==> src/rtl/mips_pkg.sv <==
// Shared constants for the instruction-memory loader: word/byte geometry,
// loader state encoding and the byte-lane address helper.
package mips_pkg;

    localparam int BYTES_PER_WORD = 4;
    localparam int WORD_W         = 32;
    localparam int BYTE_W         = 8;

    typedef logic [1:0] ld_state_t;

    localparam ld_state_t ST_IDLE   = 2'd0;
    localparam ld_state_t ST_ACCEPT = 2'd1;
    localparam ld_state_t ST_WRITE  = 2'd2;
    localparam ld_state_t ST_DONE   = 2'd3;

    function automatic logic [31:0] byte_addr(input logic [31:0] base, input logic [1:0] idx);
        return base + {30'd0, idx};
    endfunction

endpackage

==> src/rtl/imem_loader_if.sv <==
// Loader bundle: session control, word stream, byte write port and status.
import mips_pkg::*;

interface imem_loader_if;
    logic              load_start;
    logic [WORD_W-1:0] word_in;
    logic              word_last;
    logic              word_valid;
    logic              word_ready;
    logic              mem_we;
    logic [31:0]       mem_addr;
    logic [BYTE_W-1:0] mem_wdata;
    logic              busy;
    logic              load_done;
    logic              load_full;
    logic [31:0]       word_count;

    modport master (
        output load_start, word_in, word_last, word_valid,
        input  word_ready, mem_we, mem_addr, mem_wdata, busy, load_done, load_full, word_count
    );

    modport slave (
        input  load_start, word_in, word_last, word_valid,
        output word_ready, mem_we, mem_addr, mem_wdata, busy, load_done, load_full, word_count
    );
endinterface

==> src/rtl/imem_loader_serializer.sv <==
// Holds one instruction word and presents it MSB byte first; each shift
// advances to the next byte lane.
module word_serializer
    import mips_pkg::*;
(
    input  logic              clk,
    input  logic              rst,
    input  logic              i_load,
    input  logic [WORD_W-1:0] i_word,
    input  logic              i_shift,
    output logic [BYTE_W-1:0] o_byte,
    output logic [1:0]        o_idx
);

    logic [WORD_W-1:0] r_word;
    logic [1:0]        r_idx;

    // Word shift register and byte index
    always_ff @(posedge clk or posedge rst) begin
        if (rst) begin
            r_word <= '0;
            r_idx  <= 2'd0;
        end else if (i_load) begin
            r_word <= i_word;
            r_idx  <= 2'd0;
        end else if (i_shift) begin
            r_word <= {r_word[WORD_W-BYTE_W-1:0], {BYTE_W{1'b0}}};
            r_idx  <= r_idx + 2'd1;
        end
    end

    assign o_byte = r_word[WORD_W-1 -: BYTE_W];
    assign o_idx  = r_idx;

endmodule

==> src/rtl/imem_loader.sv <==
// Instruction memory write-side loader: takes 32-bit words from a valid/ready
// stream and writes them big-endian, one byte per cycle, from BASE_ADDR upward.
module imem_loader
    import mips_pkg::*;
#(
    parameter int unsigned DEPTH_BYTES = 32,
    parameter int unsigned BASE_ADDR   = 0
) (
    input  logic          clk,
    input  logic          rst,
    imem_loader_if.slave  bus
);

    ld_state_t         r_state;
    ld_state_t         w_state_nxt;
    logic [31:0]       r_addr;
    logic [31:0]       r_count;
    logic              r_last;
    logic              r_full;

    logic              w_accept;
    logic              w_writing;
    logic              w_word_end;
    logic              w_no_room;
    logic [31:0]       w_addr_nxt;
    logic [BYTE_W-1:0] w_byte;
    logic [1:0]        w_idx;

    assign w_accept   = (r_state == ST_ACCEPT) && bus.word_valid;
    assign w_writing  = (r_state == ST_WRITE);
    assign w_word_end = w_writing && (w_idx == 2'd3);
    assign w_addr_nxt = r_addr + 32'(BYTES_PER_WORD);
    // addr is always below DEPTH_BYTES, so the 32-bit sum cannot wrap
    assign w_no_room  = (w_addr_nxt >= 32'(DEPTH_BYTES));

    word_serializer u_ser (
        .clk     (clk),
        .rst     (rst),
        .i_load  (w_accept),
        .i_word  (bus.word_in),
        .i_shift (w_writing),
        .o_byte  (w_byte),
        .o_idx   (w_idx)
    );

    // Session state sequencing
    always_comb begin
        w_state_nxt = r_state;
        case (r_state)
            ST_IDLE: begin
                if (bus.load_start) w_state_nxt = ST_ACCEPT;
                else                w_state_nxt = ST_IDLE;
            end
            ST_ACCEPT: begin
                if (bus.word_valid) w_state_nxt = ST_WRITE;
                else                w_state_nxt = ST_ACCEPT;
            end
            ST_WRITE: begin
                if (!w_word_end)             w_state_nxt = ST_WRITE;
                else if (r_last || w_no_room) w_state_nxt = ST_DONE;
                else                         w_state_nxt = ST_ACCEPT;
            end
            ST_DONE:  w_state_nxt = ST_IDLE;
            default:  w_state_nxt = ST_IDLE;
        endcase
    end

    // State, address, word counter, last flag and sticky full flag
    always_ff @(posedge clk or posedge rst) begin
        if (rst) begin
            r_state <= ST_IDLE;
            r_addr  <= 32'(BASE_ADDR);
            r_count <= 32'd0;
            r_last  <= 1'b0;
            r_full  <= 1'b0;
        end else begin
            r_state <= w_state_nxt;
            if ((r_state == ST_IDLE) && bus.load_start) begin
                r_addr  <= 32'(BASE_ADDR);
                r_count <= 32'd0;
                r_full  <= 1'b0;
            end
            if (w_accept) begin
                r_last <= bus.word_last;
            end
            if (w_word_end) begin
                r_addr  <= w_addr_nxt;
                r_count <= r_count + 32'd1;
                // a final word that exactly fills memory is not a "full" stop
                if (!r_last && w_no_room) begin
                    r_full <= 1'b1;
                end
            end
        end
    end

    assign bus.word_ready = (r_state == ST_ACCEPT);
    assign bus.mem_we     = w_writing;
    assign bus.mem_addr   = w_writing ? byte_addr(r_addr, w_idx) : 32'd0;
    assign bus.mem_wdata  = w_writing ? w_byte : {BYTE_W{1'b0}};
    assign bus.busy       = (r_state != ST_IDLE);
    assign bus.load_done  = (r_state == ST_DONE);
    assign bus.load_full  = r_full;
    assign bus.word_count = r_count;

endmodule

==> src/flat_wrapper.sv <==
// flat-port wrapper written by rule: the top's interface ports become plain ports
module imem_loader_flat import mips_pkg::*;
#(
    parameter int unsigned DEPTH_BYTES = 32,
    parameter int unsigned BASE_ADDR   = 0
)
  (clk, rst, bus_load_start, bus_word_in, bus_word_last, bus_word_valid, bus_word_ready, bus_mem_we, bus_mem_addr, bus_mem_wdata, bus_busy, bus_load_done, bus_load_full, bus_word_count);
  imem_loader_if bus_i ();
  input  logic clk;
  input  logic rst;
  input wire logic [$bits(bus_i.load_start)-1:0] bus_load_start;
  input wire logic [$bits(bus_i.word_in)-1:0] bus_word_in;
  input wire logic [$bits(bus_i.word_last)-1:0] bus_word_last;
  input wire logic [$bits(bus_i.word_valid)-1:0] bus_word_valid;
  output wire logic [$bits(bus_i.word_ready)-1:0] bus_word_ready;
  output wire logic [$bits(bus_i.mem_we)-1:0] bus_mem_we;
  output wire logic [$bits(bus_i.mem_addr)-1:0] bus_mem_addr;
  output wire logic [$bits(bus_i.mem_wdata)-1:0] bus_mem_wdata;
  output wire logic [$bits(bus_i.busy)-1:0] bus_busy;
  output wire logic [$bits(bus_i.load_done)-1:0] bus_load_done;
  output wire logic [$bits(bus_i.load_full)-1:0] bus_load_full;
  output wire logic [$bits(bus_i.word_count)-1:0] bus_word_count;
  assign bus_i.load_start = bus_load_start;
  assign bus_i.word_in = bus_word_in;
  assign bus_i.word_last = bus_word_last;
  assign bus_i.word_valid = bus_word_valid;
  assign bus_word_ready = bus_i.word_ready;
  assign bus_mem_we = bus_i.mem_we;
  assign bus_mem_addr = bus_i.mem_addr;
  assign bus_mem_wdata = bus_i.mem_wdata;
  assign bus_busy = bus_i.busy;
  assign bus_load_done = bus_i.load_done;
  assign bus_load_full = bus_i.load_full;
  assign bus_word_count = bus_i.word_count;
  imem_loader #(.DEPTH_BYTES(DEPTH_BYTES), .BASE_ADDR(BASE_ADDR)) u_core (.clk(clk), .rst(rst), .bus(bus_i));
endmodule
==> config.mk <==
export PLATFORM = sky130hd
export DESIGN_NAME = imem_loader_flat
export DESIGN_NICKNAME = d
export VERILOG_FILES = /design/src/rtl/mips_pkg.sv /design/src/rtl/imem_loader_if.sv /design/src/rtl/imem_loader_serializer.sv /design/src/rtl/imem_loader.sv /design/src/flat_wrapper.sv
export SDC_FILE = /design/constraint.sdc
export NUM_CORES = 1
export LEC_CHECK = 0
export BUFFER_PORTS_ARGS = -buffer_cell sky130_fd_sc_hd__buf_2
export CORE_MARGIN = 3
export CORE_UTILIZATION = 57
export CTS_BUF_LIST = sky130_fd_sc_hd__clkbuf_2 sky130_fd_sc_hd__clkbuf_4 sky130_fd_sc_hd__clkbuf_8
export CTS_CLUSTER_DIAMETER = 30
export CTS_CLUSTER_SIZE = 25
export DETAILED_ROUTE_END_ITERATION = 7
export PLACE_DENSITY = 0.81
export SLEW_MARGIN = 10
export SYNTH_ARGS = -nofsm -noshare
export SYNTH_HDL_FRONTEND = slang
export SYNTH_SLANG_ARGS = --single-unit
==> constraint.sdc <==
create_clock -name clk -period 3.9 [get_ports clk]
set_input_delay 0.39 -clock clk [delete_from_list [all_inputs] [get_ports clk]]
set_output_delay 0.39 -clock clk [all_outputs]
set_load 0.02 [all_outputs]
== Word level (Yosys, flattened, before mapping) ==
Cells that the tools add are included.

* Flip-flop bits (word level): 102
* Output and inout bits: 77
* Logic and storage cells: 43

* Add/sub/neg operators: 4
* $lt $le $gt $ge: 1
* Eq/ne operators: 4
* Multiplexer cells: 17
* Reductions and logical operators: 10

{| class="wikitable"
|+ Operators with widths
! cell !! number
|-
| $mux 32 || 6
|-
| $add 32x1->32 const B || 1
|-
| $add 32x2->32 || 1
|-
| $add 32x3->32 const B || 1
|-
| $ge 32x6->1 const B || 1
|-
| $mux 2 || 5
|-
| $mux 8 || 1
|-
| $pmux 2 s4 || 1
|-
| $eq 2x2->1 const B || 3
|-
| $reduce_bool 2->1 || 3
|-
| $logic_and 1x1->1 || 4
|-
| $mux 1 || 4
|-
| $add 2x1->2 const B || 1
|-
| $eq 2x1->1 const B || 1
|-
| $logic_not 2->1 || 1
|-
| $logic_not 1->1 || 1
|-
| $logic_or 1x1->1 || 1
|}

== Logic depth before layout (Yosys ltp) ==
Gate-level depths: netlist of the first run.

* Depth in word-level cells: 6
* Depth in mapped cells: 9

== Modules after synthesis ==
Synthesis of the first run repeated with hierarchy kept, for this count alone.

* Cell total of the unflattened synthesis: 646
* Area total of the unflattened synthesis: 5798.1 um^2

{| class="wikitable"
|+ Modules (own cells, without submodules)
! module !! instances !! cells an instance !! area each (um^2) !! sequential area each (um^2)
|-
| imem_loader || 1 || 491 || 4186.5 || 1651.6
|-
| word_serializer || 1 || 155 || 1611.5 || 850.8
|}

== Worst setup path before layout of the first run ==
OpenSTA, ideal clock, no wires.

* Kind: reg2reg
* From: register u_core.r_addr[7]
* To: register u_core.r_state[1]
* Arrival time: 2405 ps
* Required time: 3764 ps
* Slack: 1358 ps
* Cell stages (with the launch flop): 10
* Clock period less this slack: 2542 ps
* Cell sequence: dfrtp_1 > buf_2 > nand4_4 > or3_1 > buf_6 > or4_4 > a22oi_2 > o2111ai_1 > nor4_2 > a21oi_1

* Cells in the longest elaborated chain, start to end: 6

{| class="wikitable"
|+ Ends and longest elaborated chain
! element !! line !! source
|-
| from (decl) || imem_loader.sv:16 || <nowiki>logic [31:0] r_addr;</nowiki>
|-
| from (signal assigned) || imem_loader.sv:72 || <nowiki>r_addr <= 32'(BASE_ADDR);</nowiki>
|-
| from (signal assigned) || imem_loader.sv:79 || <nowiki>r_addr <= 32'(BASE_ADDR);</nowiki>
|-
| from (signal assigned) || imem_loader.sv:87 || <nowiki>r_addr <= w_addr_nxt;</nowiki>
|-
| $add 32x3->32 || imem_loader.sv:32 || <nowiki>assign w_addr_nxt = r_addr + 32'(BYTES_PER_WORD);</nowiki>
|-
| $ge 32x6->1 || imem_loader.sv:34 || <nowiki>assign w_no_room = (w_addr_nxt >= 32'(DEPTH_BYTES));</nowiki>
|-
| $logic_or 1x1->1 || imem_loader.sv:60 || <nowiki>else if (r_last || w_no_room) w_state_nxt = ST_DONE;</nowiki>
|-
| $mux 2 || imem_loader.sv:60 ||
|-
| $mux 2 || imem_loader.sv:59 || <nowiki>if (!w_word_end) w_state_nxt = ST_WRITE;</nowiki>
|-
| $pmux 2 s4 || imem_loader.sv:49 || <nowiki>case (r_state)</nowiki>
|-
| net u_core.w_state_nxt[1] || imem_loader.sv:15 || <nowiki>ld_state_t w_state_nxt;</nowiki>
|-
| to (signal assigned) || imem_loader.sv:77 || <nowiki>r_state <= w_state_nxt;</nowiki>
|-
| to (decl) || imem_loader.sv:14 || <nowiki>ld_state_t r_state;</nowiki>
|}

The timed path passes the listed nets, and every way through them passes these cells.
A chain may end at the register's enable or synchronous reset.

== Worst setup path in the final report of the first run ==
* From: register u_core.r_addr[6]
* To: register u_core.r_state[1]

Same word-level chain as after synthesis.

==> flow_metrics.py, run 1 <==
metrics = {
    "global_routing": {
        "globalRoute.totalOverflow": 0,
        "grt_antenna_before_repair": 0,
        "grt_start_max_net_pins": 79,
        "grt_first_pass_wirelength_mm": 21.8,
        "grt_use_total_pct": 25.6,
        "grt_pass1_vias": 4542,
    },
    "floorplanning": {
        "num_rows": 34,
        "die_area_um2": 10600,
        "boundaryPins": 114,
        "start_util_pct": 60.1,
        "fp.coreArea_um2": 8930,
        "die_width_um": 103,
        "dieHeight_um": 103,
    },
    "drt": {
        "total_wirelength_mm": 13.2,
        "detail_route.vias_per_cell": 5.93,
        "drt_pre_antenna_iters": 5,
        "detailedRoute.firstIterationViolations": 218,
        "route.vias.total": 4942,
        "postRouteAntennaNets": 0,
        "route.detailed.drc": 0,
        "avgRoutedWirePerCell_um": 15.9,
    },
    "cells_and_area": {
        "layout.cells.most_common": "sky130_fd_sc_hd__nand2_1",
        "mostFrequentLayoutCells": "sky130_fd_sc_hd__nand2_1, sky130_fd_sc_hd__buf_2, sky130_fd_sc_hd__dfrtp_1, sky130_fd_sc_hd__o21ai_0, sky130_fd_sc_hd__and2_1",
        "num_antenna_cells": 0,
        "drive_gt1_share_pct": 20.7,
        "num-fill-cells": 730,
        "fin_nets": 762,
        "area_growth_pct": 14.7,
        "post-route-cell-area_um2": 6160,
        "post-route-util_pct": 68.9,
    },
    "synth": {
        "syn-mean-instance-area_um2": 8.54,
        "cell_area_after_synthesis_um2": 5370,
        "synthesis.yosys.warnings": 0,
        "synth.net_count": 670,
        "synth_unique_cells": 51,
        "most_used_flip_flop_cell_after_synthesis": "sky130_fd_sc_hd__dfrtp_1",
        "synth_top_area_cell": "sky130_fd_sc_hd__dfrtp_1",
        "synth_area_leaders": "sky130_fd_sc_hd__dfrtp_1, sky130_fd_sc_hd__nand2_1, sky130_fd_sc_hd__o21ai_0",
        "synthArstFlopShare_pct": 100,
        "synth_enable_flop_cells": 0,
        "syn-instance-count": 629,
        "synth.yosys.seq_area_share_pct": 46.6,
        "synth_seq_cells": 100,
        "share_of_yosys_cell_area_claimed_by_the_top_area_cell_type_pct": 46.6,
    },
    "flow_run": {
        "max_cap_viol_count": 0,
    },
    "pwr": {
        "pwr_density_cell_nw_per_um2": 446,
        "total_leakage_power_nw": 3.08,
        "power.ir.vdd_worst_uv": 334,
        "totalPowerFinal_mw": 2.74,
    },
    "min_path": {
        "hold_path_class": "in2async",
    },
    "sta": {
        "hold_violations": 0,
        "final_worst_setup_slack_ns": 0.958,
        "min_period_over_period_pct": 75.4,
        "totalNegativeSetupSlack_ns": 0,
        "max-slew-margin-rel_pct": 30.5,
        "clock-skew-final_ns": 0.0158,
        "rsz0062_at_grt": "no",
        "finalWorstPathRequiredPeriod_ns": 2.94,
        "worst_slew_pin_slew_ns": 1.04,
        "timing.final.setup_violations": 0,
        "fmax_mhz": 340,
        "report.final.slew_viol_count": 0,
    },
    "worst_setup_path": {
        "largest_incremental_delay_on_the_critical_path_ns": 0.62,
        "crit_path_max_delay_family": "simple AND/OR/NAND/NOR gates",
        "cp_num_buf_inv": 0,
        "critPathKind": "reg2reg",
        "timing.critical_path.cells": "nand4_4, or3_1, or4_4, a22oi_2, o2111ai_1, nor4_2, a21oi_1",
        "timing.critical_path.from_type": "flop",
        "worstPathRequired_ns": 4.10,
        "critical_path.slowest_cell": "sky130_fd_sc_hd__or4_4",
        "worstPathArrival_ns": 3.14,
        "worstSetupEndpointType": "flop",
        "worst-path-max-fanout": 12,
    },
    "clock_tree": {
        "cts_num_sinks": 100,
        "cts-root-buf": "sky130_fd_sc_hd__clkbuf_8",
        "postCtsSetupRepairBufs": 0,
        "cts_inserted_buffers": 9,
        "cts_repair_resize_count": 0,
        "cts_htree_levels": 3,
        "cts.reportedPaths.clkPinSlew_ns": 0.11,
        "tritoncts_clock_tree": "yes",
        "cts_hold_buf": 0,
        "clock_insertion_delay_at_the_later_pin_of_the_skew_report_ns": 0.37,
        "clock_path_buffers": 2,
    },
    "placed_design": {
        "gpl.final_weighted_congestion": 0.942,
        "buffer_ports.inserted": 113,
        "hpwl_mm": 9.16,
        "dpl_worst_slack_ns": 0.984,
        "placedInstanceArea_um2": 5970,
    },
    "status": {
        "run_status": "completed",
    },
}
final cells by class:
cell class              instances  area, um^2  area share [%]
clock buffers                   9         124            2.01
clock inverters                 7        65.1            1.06
flip-flops and latches        100        2500            40.6
repair buffers                120         618            10.0
multi-input cells             482        2680            43.5
well taps                     108         135            2.19
inverters                       8        32.5           0.528
through the flow:
| stage | hold slack, ns | cells |
|---|---|---|
| 4_1_cts | 0.202 | 834 |
| 2_1_floorplan | 0.438 | 629 |
| 3_5_place_dp | 0.455 | 818 |
| 5_1_grt | 0.214 | 834 |
| 3_3_place_gp | 0.451 | 818 |
| 6_report | 0.197 | 834 |
registers in the layout, indices dropped and copies added (netlist names):
register and flops:
u_core.u_ser.r_word 32, u_core.r_last 1, u_core.r_addr 30, u_core.r_state 2
u_core.bus.word_count 32, u_core.u_ser.o_idx 2, u_core.bus.load_full 1
synth_stat cells (all sizes together), types with 2 or more instances:
library cell,instances
nand2,134
dfrtp,100
o21ai,74
and2,42
clkbuf,36
nor2,36
nand3,34
a22oi,25
mux2i,18
nor3,15
a21oi,14
nand4,13
and3,9
inv,8
o31ai,8
xnor2,7
nor4,6
or3,6
and4,5
a22o,4
ha,4
a31oi,3
buf,3
a31o,2
nor2b,2
o2111ai,2
o211ai,2
or4,2
worst reg2reg max path, delay by kind of cell (launching register included):
family	cells	cell delay (ns)
simple gates	4	1.76
flops	1	0.57
compound gates	3	0.45
report_power, final:
part	total (mW)	switching (mW)	leakage [nW]	internal, mW
Clock	0.647	0.397	0.0999	0.250
Sequential	1.33	0.115	1.35	1.21
Combinational	0.773	0.532	1.63	0.240
kinds of logic after synthesis:
kind of cell    count (synthesis)  share of synthesized area (%)
simple gates                  309                           28.0
compound gates                141                           15.9
flops                         100                           46.6
buf+inv                        47                           3.50
mux                            19                           3.57
xor+xnor                        8                           1.31
fa+ha+maj                       5                           1.12
per-layer routing:
| metal | part of all wire (%) | wire length [um] | global-route usage (%) | vias up |
|---|---|---|---|---|
| met1 | 46 | 6130 | 37.7 | 2374 |
| met2 | 46 | 6130 | 38.7 | 164 |
| li1 | - | - | - | 2392 |
| met3 | 6.3 | 835 | 4.40 | 12 |
| met5 | 0 | 0 | 0 | - |
| met4 | 1.0 | 132 | 7.97 | 0 |
path summary, 6_finish.rpt:
path	end	cells after the start	startpoint	slack [ns]
setup reg to reg	u_core.r_state[1]	7	u_core.r_addr[6]	0.96
max in group asynchronous	u_core.u_ser.r_word[14]	3	rst	2.79
hold reg to reg	u_core.u_ser.r_word[26]	2	u_core.u_ser.r_word[26]	0.48
setup / recovery	u_core.r_state[1]	7	u_core.r_addr[6]	0.96
min in group clk	u_core.u_ser.r_word[4]	3	bus_word_in[4]	0.21
hold / removal	u_core.u_ser.r_word[31]	2	rst	0.20
Note: power is estimated with default switching activity, not from simulation.
==> run 2: changes to the inputs <==
clock period = 2.8 ns   (was 3.9 ns; I/O delays follow)
==> run 2 against run 1 <==
  * Sequential share of layout area is 1.3 points lower
  * Utilization increased by 2.4 points
  * Global-route usage rose by 0.89 points
  * Register-to-register slack lost 0.79 ns
  * Sequential cell count stayed put
  * Final area up 3.5%
  * Largest cell class unchanged
  * Highest routed layer unchanged
==> flow_metrics.py, run 2 (synthesis results as in run 1) <==
metrics = {
    "drt": {
        "total_wirelength_mm": 13.6,
        "postRouteAntennaNets": 0,
        "route.vias.total": 5062,
        "drt_pre_antenna_iters": 5,
        "avgRoutedWirePerCell_um": 15.9,
        "route.detailed.drc": 0,
        "detail_route.vias_per_cell": 5.91,
        "detailedRoute.firstIterationViolations": 318,
    },
    "sta": {
        "worst_slew_pin_slew_ns": 0.986,
        "finalWorstPathRequiredPeriod_ns": 2.63,
        "fmax_mhz": 380,
        "clock-skew-final_ns": 0.0144,
        "timing.final.setup_violations": 0,
        "max-slew-margin-rel_pct": 34.2,
        "final_worst_setup_slack_ns": 0.167,
        "hold_violations": 0,
        "report.final.slew_viol_count": 0,
        "final.hold.worst_slack_ns": 0.108,
        "min_period_over_period_pct": 94.0,
    },
    "cells_and_area": {
        "mostFrequentLayoutCells": "sky130_fd_sc_hd__nand2_1, sky130_fd_sc_hd__buf_2, sky130_fd_sc_hd__dfrtp_1, sky130_fd_sc_hd__o21ai_0, sky130_fd_sc_hd__and2_1",
        "layout.cells.most_common": "sky130_fd_sc_hd__nand2_1",
        "drive_gt1_share_pct": 23.8,
        "area_growth_pct": 18.7,
        "post-route-cell-area_um2": 6370,
        "fin_nets": 786,
        "num-fill-cells": 717,
        "post-route-util_pct": 71.3,
        "num_antenna_cells": 0,
    },
    "worst_setup_path": {
        "rr_startpoint": "u_core.r_addr[4]",
        "crit_path_max_delay_family": "simple AND/OR/NAND/NOR gates",
        "cp-endpoint": "u_core.r_state[1]",
        "worstReg2RegEnd": "u_core.r_state[1]",
        "crit_path_start": "u_core.r_addr[4]",
        "largest_incremental_delay_on_the_critical_path_ns": 0.59,
        "critPathKind": "reg2reg",
        "timing.critical_path.from_type": "flop",
        "worstPathArrival_ns": 2.84,
        "timing.critical_path.cells": "nand4_2, or3_1, or4_4, a22oi_2, o2111ai_1, nor4_2, a21oi_1",
        "cp_num_buf_inv": 0,
        "critical_path.slowest_cell": "sky130_fd_sc_hd__or4_4",
        "timing.reg2reg.setup_slack_ns": 0.17,
        "worstSetupEndpointType": "flop",
        "r2r_cells": 7,
        "worstPathRequired_ns": 3.00,
        "worst-path-max-fanout": 7,
        "timing.critical_path.depth": 7,
    },
    "clock_tree": {
        "clock_path_buffers": 2,
        "tritoncts_clock_tree": "yes",
        "cts_htree_levels": 3,
        "cts-root-buf": "sky130_fd_sc_hd__clkbuf_8",
        "cts.reportedPaths.clkPinSlew_ns": 0.10,
        "clock_insertion_delay_at_the_later_pin_of_the_skew_report_ns": 0.37,
        "cts_inserted_buffers": 9,
        "cts_num_sinks": 100,
    },
    "global_routing": {
        "grt_pass1_vias": 4676,
        "globalRoute.totalOverflow": 0,
        "grt_antenna_before_repair": 0,
        "grt_start_max_net_pins": 76,
        "grt_use_total_pct": 26.5,
        "grt_first_pass_wirelength_mm": 22.7,
    },
    "floorplanning": {
        "die_width_um": 103,
        "start_util_pct": 60.1,
        "fp.coreArea_um2": 8930,
        "dieHeight_um": 103,
        "die_area_um2": 10600,
        "boundaryPins": 114,
        "num_rows": 34,
    },
    "placed_design": {
        "hpwl_mm": 9.49,
        "gpl.final_weighted_congestion": 0.903,
        "buffer_ports.inserted": 113,
        "placedInstanceArea_um2": 6140,
        "dpl_worst_slack_ns": 0.0710,
    },
    "status": {
        "run_status": "completed",
    },
    "flow_run": {
        "max_cap_viol_count": 0,
    },
    "pwr": {
        "pwr_density_cell_nw_per_um2": 598,
        "power.ir.vdd_worst_uv": 385,
        "total_leakage_power_nw": 3.19,
        "totalPowerFinal_mw": 3.81,
    },
    "min_path": {
        "hold_path_class": "in2reg",
        "hold_depth": 3,
    },
}
==> run 2: how the worst min path moves through the flow <==
stage,end,from,slack [ns]
after global routing,u_core.u_ser.r_word[28],bus_word_in[28],0.11
after CTS,u_core.u_ser.r_word[3],bus_word_in[3],0.09
after global placement,u_core.r_addr[22],rst,0.37
after floorplan,u_core.r_state[0],bus_word_valid,0.39
final,u_core.u_ser.r_word[3],bus_word_in[3],0.11
after detailed placement,u_core.r_addr[22],rst,0.39
==> run 2: per-layer routing <==
metal	GRT usage, %	vias to the layer above	wire [um]
li1	-	2443	-
met1	38.8	2426	6190
met2	41.0	177	6460
met3	4.67	16	860
met4	6.77	0	138
met5	0	-	0
==> run 2: layout make-up <==
cell class / count / area, um^2 / area share, %
Inverter: 8 / 33.8 / 0.530
Sequential cell: 100 / 2500 / 39.3
Multi-Input combinational cell: 482 / 2710 / 42.5
Clock inverter: 6 / 57.6 / 0.903
Timing Repair Buffer: 144 / 813 / 12.8
Clock buffer: 9 / 124 / 1.94
Tap cell: 108 / 135 / 2.12
==> run 2: report_power, final <==
| group | internal (mW) | leakage (nW) | switching [mW] |
|---|---|---|---|
| registers | 1.69 | 1.35 | 0.149 |
| logic | 0.350 | 1.75 | 0.743 |
| clock network | 0.339 | 0.0937 | 0.543 |
==> run 2: repair_timing <==
action                                  in CTS  in global routing
endpoints found under the setup margin       0                  2
gates resized for setup                      0                  7
endpoints found under the hold margin       13                  0
hold buffers                                 1                  0
buffers inserted                             0                  2
==> run 2: worst register-to-register path, cell delays in order, from the launching register on <==
cell and delay (ns):
sky130_fd_sc_hd__dfrtp_1 0.48, sky130_fd_sc_hd__nand4_2 0.13, sky130_fd_sc_hd__or3_1 0.44, sky130_fd_sc_hd__or4_4 0.59
sky130_fd_sc_hd__a22oi_2 0.19, sky130_fd_sc_hd__o2111ai_1 0.14, sky130_fd_sc_hd__nor4_2 0.39, sky130_fd_sc_hd__a21oi_1 0.11
==> run 2: through the flow <==
stage / std cells / setup TNS [ns]
after floorplan: 629 / 0
after global placement: 839 / 0
after detailed placement: 839 / 0
after CTS: 855 / 0
after global routing: 857 / -0.00270
final: 857 / 0
